[src/rtl/mem_arbiter_if.sv]
// mem_arbiter_if: bundles the fetch port, the load/store port and the shared memory port.
// The slave modport is the arbiter's view; the master modport is the requesters' and
// memory's view.
interface mem_arbiter_if;
  // Fetch (I) side
  logic        i_valid;
  logic [31:0] i_addr;
  logic [31:0] i_rdata;
  logic        i_ready;
  logic        i_error;
  // Load/store (D) side
  logic        d_valid;
  logic [31:0] d_addr;
  logic [31:0] d_wdata;
  logic [3:0]  d_wstrb;
  logic [31:0] d_rdata;
  logic        d_ready;
  logic        d_error;
  // Shared memory port
  logic        mem_valid;
  logic        mem_instr;
  logic [31:0] mem_addr;
  logic [31:0] mem_wdata;
  logic [3:0]  mem_wstrb;
  logic [31:0] mem_rdata;
  logic        mem_ready;

  modport slave (
    input  i_valid, i_addr, d_valid, d_addr, d_wdata, d_wstrb, mem_rdata, mem_ready,
    output i_rdata, i_ready, i_error, d_rdata, d_ready, d_error,
           mem_valid, mem_instr, mem_addr, mem_wdata, mem_wstrb
  );

  modport master (
    output i_valid, i_addr, d_valid, d_addr, d_wdata, d_wstrb, mem_rdata, mem_ready,
    input  i_rdata, i_ready, i_error, d_rdata, d_ready, d_error,
           mem_valid, mem_instr, mem_addr, mem_wdata, mem_wstrb
  );
endinterface

[src/rtl/mem_arbiter.sv]
// mem_arbiter: shares the single memory port between instruction fetch (I) and load/store (D).
// Each side has a one-entry pending slot; one access is in flight at a time and a watchdog
// aborts accesses that wait TIMEOUT cycles for mem_ready.
// Optional macro MEM_ARB_RR_EN: round-robin between contested requests (default: D over I).
module mem_arbiter #(
  parameter int unsigned TIMEOUT = 255
) (
  input logic          clock,
  input logic          reset,
  mem_arbiter_if.slave bus
);

  localparam logic [15:0] TimeoutVal = 16'(TIMEOUT);

  typedef enum logic [1:0] {StIdle, StBusyI, StBusyD} state_e;

  state_e      r_state, w_state_next;
  logic        r_pend_i, r_pend_d;
  logic [31:0] r_i_addr, r_d_addr, r_d_wdata;
  logic [3:0]  r_d_wstrb;
  logic [15:0] r_cnt, w_cnt_next, w_cnt_inc;

  logic w_done, w_timeout, w_issue_i, w_issue_d, w_pick_d, w_busy_i, w_busy_d;

  logic        r_mem_valid, r_mem_instr;
  logic [31:0] r_mem_addr, r_mem_wdata;
  logic [3:0]  r_mem_wstrb;
  logic        r_i_ready, r_i_error, r_d_ready, r_d_error;
  logic [31:0] r_i_rdata, r_d_rdata;

  assign w_busy_i  = (r_state == StBusyI);
  assign w_busy_d  = (r_state == StBusyD);
  assign w_cnt_inc = r_cnt + 16'd1;

`ifdef MEM_ARB_RR_EN
  logic r_last_grant;  // 1: D won the last contested arbitration, 0: I did

  // When both slots are pending, favour the side that lost last time.
  assign w_pick_d = r_pend_d && (!r_pend_i || !r_last_grant);

  // Remember the winner of each contested arbitration.
  always_ff @(posedge clock or posedge reset) begin
    if (reset) begin
      r_last_grant <= 1'b0;
    end else if (r_state == StIdle && r_pend_i && r_pend_d) begin
      r_last_grant <= w_pick_d;
    end
  end
`else
  assign w_pick_d = r_pend_d;
`endif

  // Next-state logic: arbitrate in idle, watch for completion or timeout while busy.
  always_comb begin
    w_state_next = r_state;
    w_cnt_next   = r_cnt;
    w_done       = 1'b0;
    w_timeout    = 1'b0;
    w_issue_i    = 1'b0;
    w_issue_d    = 1'b0;
    unique case (r_state)
      StIdle: begin
        if (w_pick_d) begin
          w_issue_d = 1'b1;
        end else if (r_pend_i) begin
          w_issue_i = 1'b1;
        end
      end
      StBusyI, StBusyD: begin
        w_cnt_next = w_cnt_inc;
        if (bus.mem_ready) begin
          w_done = 1'b1;
        end else if (w_cnt_inc == TimeoutVal) begin
          w_done    = 1'b1;
          w_timeout = 1'b1;
        end
        if (w_done) begin
          w_cnt_next   = '0;
          w_state_next = StIdle;
          // Hand the port straight to the other side if it is waiting.
          if (w_busy_i && r_pend_d) begin
            w_issue_d = 1'b1;
          end else if (w_busy_d && r_pend_i) begin
            w_issue_i = 1'b1;
          end
        end
      end
      default: w_state_next = StIdle;
    endcase
    if (w_issue_d) begin
      w_state_next = StBusyD;
    end else if (w_issue_i) begin
      w_state_next = StBusyI;
    end
  end

  // State register and watchdog counter.
  always_ff @(posedge clock or posedge reset) begin
    if (reset) begin
      r_state <= StIdle;
      r_cnt   <= '0;
    end else begin
      r_state <= w_state_next;
      r_cnt   <= w_cnt_next;
    end
  end

  // Pending slots: capture only into an empty slot; clear when the owner's access ends.
  always_ff @(posedge clock or posedge reset) begin
    if (reset) begin
      r_pend_i  <= 1'b0;
      r_pend_d  <= 1'b0;
      r_i_addr  <= '0;
      r_d_addr  <= '0;
      r_d_wdata <= '0;
      r_d_wstrb <= '0;
    end else begin
      if (bus.i_valid && !r_pend_i) begin
        r_pend_i <= 1'b1;
        r_i_addr <= bus.i_addr;
      end else if (w_done && w_busy_i) begin
        r_pend_i <= 1'b0;
      end
      if (bus.d_valid && !r_pend_d) begin
        r_pend_d  <= 1'b1;
        r_d_addr  <= bus.d_addr;
        r_d_wdata <= bus.d_wdata;
        r_d_wstrb <= bus.d_wstrb;
      end else if (w_done && w_busy_d) begin
        r_pend_d <= 1'b0;
      end
    end
  end

  // Memory request: one-cycle valid pulse, fields held for the whole access.
  always_ff @(posedge clock or posedge reset) begin
    if (reset) begin
      r_mem_valid <= 1'b0;
      r_mem_instr <= 1'b0;
      r_mem_addr  <= '0;
      r_mem_wdata <= '0;
      r_mem_wstrb <= '0;
    end else begin
      r_mem_valid <= w_issue_i | w_issue_d;
      if (w_issue_d) begin
        r_mem_instr <= 1'b0;
        r_mem_addr  <= r_d_addr;
        r_mem_wdata <= r_d_wdata;
        r_mem_wstrb <= r_d_wstrb;
      end else if (w_issue_i) begin
        r_mem_instr <= 1'b1;
        r_mem_addr  <= r_i_addr;
        r_mem_wdata <= '0;
        r_mem_wstrb <= '0;
      end
    end
  end

  // Responses: one-cycle ready pulse to the owner; a timeout returns zero data with error.
  always_ff @(posedge clock or posedge reset) begin
    if (reset) begin
      r_i_ready <= 1'b0;
      r_i_error <= 1'b0;
      r_i_rdata <= '0;
      r_d_ready <= 1'b0;
      r_d_error <= 1'b0;
      r_d_rdata <= '0;
    end else begin
      r_i_ready <= w_done & w_busy_i;
      r_i_error <= w_timeout & w_busy_i;
      r_d_ready <= w_done & w_busy_d;
      r_d_error <= w_timeout & w_busy_d;
      if (w_done && w_busy_i) begin
        r_i_rdata <= w_timeout ? 32'h0 : bus.mem_rdata;
      end
      if (w_done && w_busy_d) begin
        r_d_rdata <= w_timeout ? 32'h0 : bus.mem_rdata;
      end
    end
  end

  assign bus.mem_valid = r_mem_valid;
  assign bus.mem_instr = r_mem_instr;
  assign bus.mem_addr  = r_mem_addr;
  assign bus.mem_wdata = r_mem_wdata;
  assign bus.mem_wstrb = r_mem_wstrb;
  assign bus.i_rdata   = r_i_rdata;
  assign bus.i_ready   = r_i_ready;
  assign bus.i_error   = r_i_error;
  assign bus.d_rdata   = r_d_rdata;
  assign bus.d_ready   = r_d_ready;
  assign bus.d_error   = r_d_error;

endmodule

[src/flat_wrapper.sv]
// flat-port wrapper written by rule: the top's interface ports become plain ports
module mem_arbiter_flat 
#(
  parameter int unsigned TIMEOUT = 255
)
  (clock, reset, bus_i_valid, bus_i_addr, bus_d_valid, bus_d_addr, bus_d_wdata, bus_d_wstrb, bus_mem_rdata, bus_mem_ready, bus_i_rdata, bus_i_ready, bus_i_error, bus_d_rdata, bus_d_ready, bus_d_error, bus_mem_valid, bus_mem_instr, bus_mem_addr, bus_mem_wdata, bus_mem_wstrb);
  mem_arbiter_if bus_i ();
  input logic clock;
  input logic reset;
  input wire logic [$bits(bus_i.i_valid)-1:0] bus_i_valid;
  input wire logic [$bits(bus_i.i_addr)-1:0] bus_i_addr;
  input wire logic [$bits(bus_i.d_valid)-1:0] bus_d_valid;
  input wire logic [$bits(bus_i.d_addr)-1:0] bus_d_addr;
  input wire logic [$bits(bus_i.d_wdata)-1:0] bus_d_wdata;
  input wire logic [$bits(bus_i.d_wstrb)-1:0] bus_d_wstrb;
  input wire logic [$bits(bus_i.mem_rdata)-1:0] bus_mem_rdata;
  input wire logic [$bits(bus_i.mem_ready)-1:0] bus_mem_ready;
  output wire logic [$bits(bus_i.i_rdata)-1:0] bus_i_rdata;
  output wire logic [$bits(bus_i.i_ready)-1:0] bus_i_ready;
  output wire logic [$bits(bus_i.i_error)-1:0] bus_i_error;
  output wire logic [$bits(bus_i.d_rdata)-1:0] bus_d_rdata;
  output wire logic [$bits(bus_i.d_ready)-1:0] bus_d_ready;
  output wire logic [$bits(bus_i.d_error)-1:0] bus_d_error;
  output wire logic [$bits(bus_i.mem_valid)-1:0] bus_mem_valid;
  output wire logic [$bits(bus_i.mem_instr)-1:0] bus_mem_instr;
  output wire logic [$bits(bus_i.mem_addr)-1:0] bus_mem_addr;
  output wire logic [$bits(bus_i.mem_wdata)-1:0] bus_mem_wdata;
  output wire logic [$bits(bus_i.mem_wstrb)-1:0] bus_mem_wstrb;
  assign bus_i.i_valid = bus_i_valid;
  assign bus_i.i_addr = bus_i_addr;
  assign bus_i.d_valid = bus_d_valid;
  assign bus_i.d_addr = bus_d_addr;
  assign bus_i.d_wdata = bus_d_wdata;
  assign bus_i.d_wstrb = bus_d_wstrb;
  assign bus_i.mem_rdata = bus_mem_rdata;
  assign bus_i.mem_ready = bus_mem_ready;
  assign bus_i_rdata = bus_i.i_rdata;
  assign bus_i_ready = bus_i.i_ready;
  assign bus_i_error = bus_i.i_error;
  assign bus_d_rdata = bus_i.d_rdata;
  assign bus_d_ready = bus_i.d_ready;
  assign bus_d_error = bus_i.d_error;
  assign bus_mem_valid = bus_i.mem_valid;
  assign bus_mem_instr = bus_i.mem_instr;
  assign bus_mem_addr = bus_i.mem_addr;
  assign bus_mem_wdata = bus_i.mem_wdata;
  assign bus_mem_wstrb = bus_i.mem_wstrb;
  mem_arbiter #(.TIMEOUT(TIMEOUT)) u_core (.clock(clock), .reset(reset), .bus(bus_i));
endmodule
[config.mk]
export PLATFORM = sky130hd
export DESIGN_NAME = mem_arbiter_flat
export DESIGN_NICKNAME = d
export VERILOG_FILES = /design/src/rtl/mem_arbiter_if.sv /design/src/rtl/mem_arbiter.sv /design/src/flat_wrapper.sv
export SDC_FILE = /design/constraint.sdc
export NUM_CORES = 1
export LEC_CHECK = 0
export BUFFER_PORTS_ARGS = -buffer_cell sky130_fd_sc_hd__buf_2
export CAP_MARGIN = 30
export CORE_MARGIN = 2
export CORE_UTILIZATION = 48
export CTS_BUF_LIST = sky130_fd_sc_hd__clkbuf_16
export CTS_CLUSTER_DIAMETER = 60
export DETAILED_ROUTE_END_ITERATION = 10
export PLACE_DENSITY = 0.76
export SLEW_MARGIN = 30
export SYNTH_ARGS = -nofsm -noshare
export SYNTH_HDL_FRONTEND = slang
export SYNTH_SLANG_ARGS = --single-unit
export TNS_END_PERCENT = 50
[constraint.sdc]
create_clock -name clock -period 7.4 [get_ports clock]
set_input_delay 0.37 -clock clock [delete_from_list [all_inputs] [get_ports clock]]
set_output_delay 0.37 -clock clock [all_outputs]
set_load 0.02 [all_outputs]
Word level (Yosys, flattened, before mapping)
Cells that the tools add are included.
- bits in registers: 258
- input bits: 137
- output and inout bits: 138
- logic and storage cells: 78
- add/subtract/negate cells: 1
- eq/ne operators: 5
- multiplexer cells: 34
- bitwise operators: 5
- reductions and logical operators: 14
- operator list (cell ; number):
    two-way mux 32 bit ; 5
    two-way mux 1 bit ; 20
    adder 16 x 1 -> 16 bit (second input constant) ; 1
    == test 16 x 8 -> 1 bit (second input constant) ; 1
    two-way mux 16 bit ; 1
    two-way mux 4 bit ; 2
    logical AND 1 bit ; 6
    two-way mux 2 bit ; 3
    nonzero test 2 bit ; 3
    bitwise AND 1 bit ; 4
    != test 4 x 1 -> 1 bit (second input constant) ; 1
    one-hot mux 1 bit (2 select lines) ; 2
    one-hot mux 2 bit (2 select lines) ; 1
    != test 3 x 1 -> 1 bit (second input constant) ; 1
    == test 2 x 1 -> 1 bit (second input constant) ; 1
    == test 2 bit (second input constant) ; 1
    zero test 1 bit ; 2
    zero test 2 bit ; 1
    AND reduction 2 bit ; 1
    OR reduction 2 bit ; 1
    OR 1 bit ; 1

Longest topological paths before layout
Gate-level depths: netlist of run 1.
- depth after elaboration: 9
- gate-level depth with buffers: 12
- gate-level depth less buffers: 9

Worst setup path before layout of run 1
No wires, ideal clock.
- kind: reg2reg
- from: register u_core.r_cnt[1]
- to: register u_core.r_mem_addr[0] (netlist: u_core.bus.mem_addr[0])
- library setup time: 0.126 ns
- data arrival time: 2.655 ns
- required time: 7.274 ns
- slack: 4.619 ns
- cell stages (with the launch flop): 11
- buffers on the path: 1
- clock period less this slack: 2.781 ns
- cell sequence: dfrtp_1 > ha_1 > and3_1 > a211o_1 > a211oi_2 > o221ai_2 > nor4_4 > o21bai_2 > buf_6 > and3_1 > a221o_1
- word-level cells in the longest chain between the ends: 8
- elaborated cells between the ends (all ways): 11
- those cells by class: 1 x add/sub; 1 x eq/ne; 8 x mux; 1 x reduce/logical
- RTL lines (what ; line ; text):
    from (decl) ; mem_arbiter.sv:21 ; logic [15:0] r_cnt, w_cnt_next, w_cnt_inc;
    from (signal assigned) ; mem_arbiter.sv:104 ; r_cnt <= w_cnt_next;
    adder 16 x 1 -> 16 bit * ; mem_arbiter.sv:33 ; assign w_cnt_inc = r_cnt + 16'd1;
    == test 16 x 8 -> 1 bit * ; mem_arbiter.sv:73 ; end else if (w_cnt_inc == TimeoutVal) begin
    two-way mux 1 bit * ; mem_arbiter.sv:73 ;
    two-way mux 1 bit * ; mem_arbiter.sv:71 ; if (bus.mem_ready) begin
    two-way mux 1 bit * ; mem_arbiter.sv:61 ; unique case (r_state)
    two-way mux 1 bit ; mem_arbiter.sv:77 ; if (w_done) begin
    one-hot mux 1 bit (2 select lines) ; mem_arbiter.sv:61 ;
    two-way mux 32 bit / nonzero test 2 bit (equally long branches) ; n/a ;
    to (signal assigned) ; mem_arbiter.sv:147 ; r_mem_addr <= r_d_addr;
    to (signal assigned) ; mem_arbiter.sv:152 ; r_mem_addr <= r_i_addr;
    to (decl) ; mem_arbiter.sv:26 ; logic [31:0] r_mem_addr, r_mem_wdata;
Every way passes the cells marked *; elsewhere a longest branch is shown, timed or not. The select of a mux whose other input is x is not followed.
A chain may end at the register's enable or synchronous reset.

Worst setup path in the final report of run 1
- from: register u_core.r_cnt[1]
- to: register u_core.r_mem_addr[14] (netlist: u_core.bus.mem_addr[14])
The elaborated chain is that of the path after synthesis.

==> summary.txt, run 1 <==
EDFF count, synth - 0
Sw Pwr - 2.30 mW
Slew Limit Fails - 0
Avg Cell Area, Syn - 11.7 um^2
Hold path depth - 2
Largest net degree at the start of global routing - 147
Area occupied by multi-input gates - 0.00377 mm^2
Fmax achieved - 0.246 GHz
Max_cap viols - 0
Remaining global-route overflow - 0
Setup TNS Final - 0 ns
Hold WC Path Type - in2reg
Met2 Track Usage GR - 0.364
Pre-CTS setup slack - 3.12 ns
Synth Flop Type - dfrtp_1
Clock transition at the registers of the reported paths - 0.06 ns
Worst Tran Pin Value - 0.847 ns
First-pass GRT wire length - 41800 um
WL/cell - 17.6 um
Root buf cell - clkbuf_16
Drt pass-1 iters - 5
Overall power - 6.07 mW
Syn Nets - 1044
CP Data Required Time - 7.81 ns
Grt met1 use - 0.278
CTS Sinks - 258
Die Footprint - 0.0232 mm^2
CP Class - reg2reg
Crit start category - flip-flop
Placeable Area - 0.0217 mm^2
Reg2reg start - u_core.r_cnt[1]
Clock H-tree levels - 1
DR iter-0 viols - 446
Clock Skews - 0.0162 ns
Die width - 152 um
Vias - 7809
Sequential Area - 0.00646 mm^2
Post-synth ARST share - 1.00
Setup violations, final - 0
Int Power - 3.77 mW
CTS tree - yes
Gr usage total - 0.219
M3 GR Usage - 0.0620
Drt via density - 5.37
Critical Path Fanout Max - 34
Net Sw Frac - 0.379
DP HPWL - 16300 um
Fill cell instance count of the final layout - 1780
Starting Density - 0.486
Post-synthesis cell type count - 50
Worst-skew pair later-pin latency - 0.54 ns
Run status - finished, final reports clean
Vias in the first global route - 8117
Register bit count reported by yosys - 258
Syn Inst Count - 901
Cts bufs inserted - 28
Layout cell share with drive strength beyond 1 - 0.375
Commonest non-fill, non-tap cells in the layout - buf_2 (274), dfrtp_1 (258), nand2_1 (188)
Synthesized area - 0.0105 mm^2
DRC viols - 0
GP Congestion - 0.869
Nets@finish - 1293
ANT nets after route - 0
Top Ports - 275
Hold Crit Start - bus_d_addr[15]
Commonest non-fill, non-tap cell in the layout - buf_2
Final worst slack - 3.33 ns
GRT busiest layer - met2
Critical Path End Type - flip-flop
Num rows - 54
Worst path arrival time - 4.48 ns
Sequential fraction of design power - 0.396
Final period utilization - 0.549
Total Routed Length - 25600 um
RSZ-0062 raised after global routing - false
P&R area growth vs syn - 23.3%
CTS max path bufs - 3
Clk pwr share - 0.219
Port Buf Inserts - 274
Reg2reg path depth - 10
Die Span Y - 152 um
Initial antenna violation count - 2
Crit path time final - 4.07 ns
Synth Warn # - 0
Critical Path Source - u_core.r_cnt[1]
Register area share after synthesis - 0.613
Maximum VDD drop - 0.283 mV
Hold Vio Cnt, Final - 0
Slew headroom - 0.434
Leak pwr - 6.56 nW
Pwr dens - 467 mW/mm^2
# resized after CTS - 0
Comb pwr share - 0.385
flip-flops by register name (all words and copies together) (netlist names), 2 cells and up:
signal / flops
u_core.bus.mem_wdata: 32
u_core.bus.i_rdata: 32
u_core.bus.d_rdata: 32
u_core.r_d_wdata: 32
u_core.bus.mem_wstrb: 4
u_core.r_d_wstrb: 4
u_core.r_cnt: 16
u_core.r_state: 2
u_core.r_i_addr: 32
u_core.bus.mem_addr: 32
u_core.r_d_addr: 32
final timing paths:
check	slack [ns]	endpoint
max in group asynchronous	5.71	u_core.r_d_wdata[15]
hold / removal	0.06	u_core.r_d_addr[15]
hold reg to reg	0.47	u_core.bus.mem_wdata[31]
setup reg to reg	3.33	u_core.bus.mem_addr[14]
min in group asynchronous	0.51	u_core.r_d_addr[23]
setup / recovery	3.33	u_core.bus.mem_addr[14]
kinds of logic after synthesis:
| kind of cell | Yosys count | share of synthesized area |
|---|---|---|
| AOI/OAI and AO/OA | 140 | 0.0934 |
| adders and majority gates | 6 | 0.00712 |
| muxes | 102 | 0.109 |
| buffers and inverters | 75 | 0.0340 |
| DFF | 258 | 0.613 |
| xor gates and xnor gates | 9 | 0.00748 |
| and+or+nand+nor | 311 | 0.137 |
timing repair:
item	in CTS	in global routing
hold endpoints to repair	30	0
setup buffers	0	0
hold buffers	1	0
endpoints found under the setup margin	0	0
synthesized netlist by cell type (7+ instances only):
cell type  instances  area [um^2]
dfrtp_1          258         6460
nand2_1          189          709
buf_2             19         95.1
inv_1              8         30.0
mux2_2           100         1130
and3_1            39          244
nand3_1           48          240
nor3_1             7         35.0
o21ai_0           80          400
clkbuf_1          33          124
a221o_1           32          320
per-layer routing:
| layer | routed length, um | vias to the layer above | share of wire |
|---|---|---|---|
| li1 | - | 3654 | - |
| met1 | 10700 | 3792 | 0.42 |
| met2 | 12100 | 288 | 0.47 |
| met3 | 1960 | 75 | 0.077 |
| met4 | 823 | 0 | 0.032 |
| met5 | 0 | - | 0 |
area by class of cell:
class,count,share of cell area
Antenna cell,3,0.000578
Clock buffer,29,0.0558
Clock inverter,22,0.0113
Inverter,9,0.00289
Multi-Input combinational cell,568,0.290
Sequential cell,258,0.497
Tap cell,280,0.0270
Timing Repair Buffer,285,0.115
worst max-delay path: stages, from the launching register on:
cell     delay, ns
dfrtp_1       0.43
ha_1          0.29
and3_1        0.26
nand3_1       0.17
a31oi_1       0.71
o31ai_4       0.25
a21oi_4       0.59
buf_4         0.49
nor3_4        0.08
buf_4         0.28
a221o_1       0.38
stage by stage:
| step | utilization | hold WS (ns) | std cells | cell area [um^2] |
|---|---|---|---|---|
| detailed placement | 0.558 | 0.449 | 1398 | 12100 |
| global route | 0.599 | 0.0476 | 1452 | 13000 |
| floorplan | - | 0.435 | 901 | 10500 |
| global placement | 0.555 | 0.441 | 1397 | 12000 |
| finish | 0.599 | 0.0601 | 1454 | 13000 |
| CTS | 0.598 | 0.0362 | 1450 | 13000 |
power groups by stage:
stage	combinational (mW)	clock [mW]	sequential, mW
2_1_floorplan	1.26	0	2.75
3_3_place_gp	2.25	0	2.39
3_5_place_dp	2.35	0	2.42
4_1_cts	2.36	1.35	2.40
5_1_grt	2.56	1.41	2.49
6_report	2.34	1.33	2.41
Note: power is estimated with default switching activity, not from simulation.
==> run 2, diff against run 1 <==
==> constraint.sdc (replaced) <==
create_clock -name clock -period 3.4 [get_ports clock]
set_input_delay 0.17 -clock clock [delete_from_list [all_inputs] [get_ports clock]]
set_output_delay 0.17 -clock clock [all_outputs]
set_load 0.02 [all_outputs]
==> summary.txt, run 2 (synthesis results as in run 1) <==
Setup TNS Final - 0 ns (unchanged)
Hold Vio Cnt, Final - 0 (unchanged)
CP Buf/Inv Count - 2 (unchanged)
Commonest non-fill, non-tap cells in the layout - buf_2 (274), dfrtp_1 (258), nand2_1 (189) (was buf_2 (274), dfrtp_1 (258), nand2_1 (188))
M3 GR Usage - 0.0555 (was 0.0620)
CP Data Required Time - 3.86 ns (was 7.81 ns)
Layout cell share with drive strength beyond 1 - 0.341 (was 0.375)
Slowest cell on crit path - nor4_1 (was a31oi_1)
Maximum VDD drop - 0.572 mV (was 0.283 mV)
Num rows - 54 (unchanged)
GP Congestion - 0.843 (was 0.869)
Crit start category - flip-flop (unchanged)
Critical Path Fanout Max - 51 (was 34)
Hold WC Path Type - in2reg (unchanged)
Crit path cell chain - ha_1 > nand3_1 > nor4_1 > nor3_1 > a31oi_2 > nor4_4 > o21bai_4 > buf_12 > buf_4 > nand3_1 > nand2_1 (was ha_1 > and3_1 > nand3_1 > a31oi_1 > o31ai_4 > a21oi_4 > buf_4 > nor3_4 > buf_4 > a221o_1)
Die width - 152 um (unchanged)
Met2 Track Usage GR - 0.420 (was 0.364)
Initial antenna violation count - 3 (was 2)
CP Class - reg2reg (unchanged)
Most used cell, CP - nand3_1 (was buf_4)
Nets@finish - 1437 (was 1293)
Setup violations, final - 0 (unchanged)
Crit path time final - 3.08 ns (was 4.07 ns)
DR iter-0 viols - 510 (was 446)
CTS tree - yes (unchanged)
Worst-skew pair later-pin latency - 0.53 ns (was 0.54 ns)
First-pass GRT wire length - 47200 um (was 41800 um)
Max incr delay on CP - 0.45 ns (was 0.71 ns)
Critical Path End Type - flip-flop (unchanged)
Clock Skews - 0.0132 ns (was 0.0162 ns)
Vias - 8592 (was 7809)
ANT nets after route - 0 (unchanged)
DRC viols - 0 (unchanged)
Post-CTS Setup Inserts - 0 (unchanged)
RSZ-0062 raised after global routing - false (unchanged)
Final period utilization - 0.906 (was 0.549)
Max_cap viols - 0 (unchanged)
Cell family with most CP delay - simple AND/OR/NAND/NOR gates (was compound AO/OA/AOI/OAI gates)
Leak pwr - 7.18 nW (was 6.56 nW)
Largest net degree at the start of global routing - 75 (was 147)
Post-route cell area - 0.0145 mm^2 (was 0.0130 mm^2)
Clock transition at the registers of the reported paths - 0.06 ns (about the same)
Root buf cell - clkbuf_16 (unchanged)
Die Span Y - 152 um (unchanged)
Drt pass-1 iters - 4 (was 5)
Remaining global-route overflow - 0 (unchanged)
Placeable Area - 0.0217 mm^2 (unchanged)
P&R area growth vs syn - 37.1% (was 23.3%)
Worst Tran Pin Value - 0.742 ns (was 0.847 ns)
# resized after CTS - 0 (unchanged)
Total Routed Length - 28900 um (was 25600 um)
Slew Limit Fails - 0 (unchanged)
Drt via density - 5.40 (was 5.37)
GRT busiest layer - met2 (unchanged)
Top Ports - 275 (unchanged)
WL/cell - 18.2 um (was 17.6 um)
CTS max path bufs - 3 (unchanged)
Grt met1 use - 0.311 (was 0.278)
Commonest non-fill, non-tap cell in the layout - buf_2 (unchanged)
Pwr dens - 936 mW/mm^2 (was 467 mW/mm^2)
Worst path arrival time - 3.54 ns (was 4.48 ns)
CTS Hold Bufs - 134 (was 1)
Die Footprint - 0.0232 mm^2 (unchanged)
Clock H-tree levels - 1 (unchanged)
Gr usage total - 0.249 (was 0.219)
Port Buf Inserts - 274 (unchanged)
Area post-placement - 0.0123 mm^2 (was 0.0121 mm^2)
Starting Density - 0.486 (unchanged)
Overall power - 13.5 mW (was 6.07 mW)
Slew headroom - 0.503 (was 0.434)
Cts bufs inserted - 28 (unchanged)
DP HPWL - 17100 um (was 16300 um)
Vias in the first global route - 9067 (was 8117)
Run status - finished, final reports clean (unchanged)
CTS Sinks - 258 (unchanged)
Fmax achieved - 0.325 GHz (was 0.246 GHz)
==> run 2: cell count changes in the layout (fill, tap and decap cells not counted), moves of 2 or more <==
cell,previous run,this run
clkinv_1,11,6
dlygate4sd3_1,1,134
buf_12,1,10
buf_4,6,10
nand3_2,1,3
clkinvlp_4,1,3
nand3_4,2,0
clkinv_2,5,2
==> run 2: worst paths after layout <==
check | startpoint | slack [ns] | cells past startpoint | to
worst max-delay path | u_core.r_cnt[1] | 0.32 | 11 | u_core.bus.mem_wdata[13]
worst min-delay path | bus_i_valid | 0.15 | 3 | u_core.r_pend_i
worst max register to register | u_core.r_cnt[1] | 0.32 | 11 | u_core.bus.mem_wdata[13]
worst min register to register | u_core.r_d_wdata[8] | 0.46 | 2 | u_core.bus.mem_wdata[8]
max in group asynchronous | reset | 2.25 | 4 | u_core.r_d_wdata[10]
min in group asynchronous | reset | 0.31 | 3 | u_core.bus.mem_addr[24]
==> run 2: metal layers <==
layer,share of wire,up-vias
met1,0.39,4224
met5,0,-
li1,-,3928
met2,0.50,359
met3,0.073,81
met4,0.036,0
==> run 2: cell type report <==
class,count,area (um^2)
Fill cell,1554,7240
Sequential cell,258,6460
Multi-Input combinational cell,568,3760
Timing Repair Buffer,429,3020
Clock buffer,29,726
Tap cell,280,350
Clock inverter,16,101
Inverter,9,37.5
Antenna cell,3,7.51
==> run 2: worst reg2reg max path: stages (launching register included) <==
cell and delay, ns:
dfrtp_1 0.42, ha_1 0.29, nand3_1 0.17, nor4_1 0.45
nor3_1 0.11, a31oi_2 0.42, nor4_4 0.14, o21bai_4 0.19
buf_12 0.25, buf_4 0.33, nand3_1 0.14, nand2_1 0.10
==> run 2: report_power, final <==
group | total (mW) | leakage (nW) | internal, mW | switching [mW]
clock network | 2.78 | 0.419 | 1.60 | 1.18
logic | 5.46 | 3.56 | 2.28 | 3.18
registers | 5.30 | 3.20 | 4.48 | 0.813
==> run 2: metrics by stage <==
step	hold WS [ns]	std cells	util	setup slack (ns)
detailed placement	0.331	1410	0.566	0.323
finish	0.154	1592	0.666	0.320
floorplan	0.265	901	-	-0.170
CTS	0.129	1589	0.666	0.314
global route	0.145	1592	0.666	0.102
global placement	0.318	1409	0.565	0.460
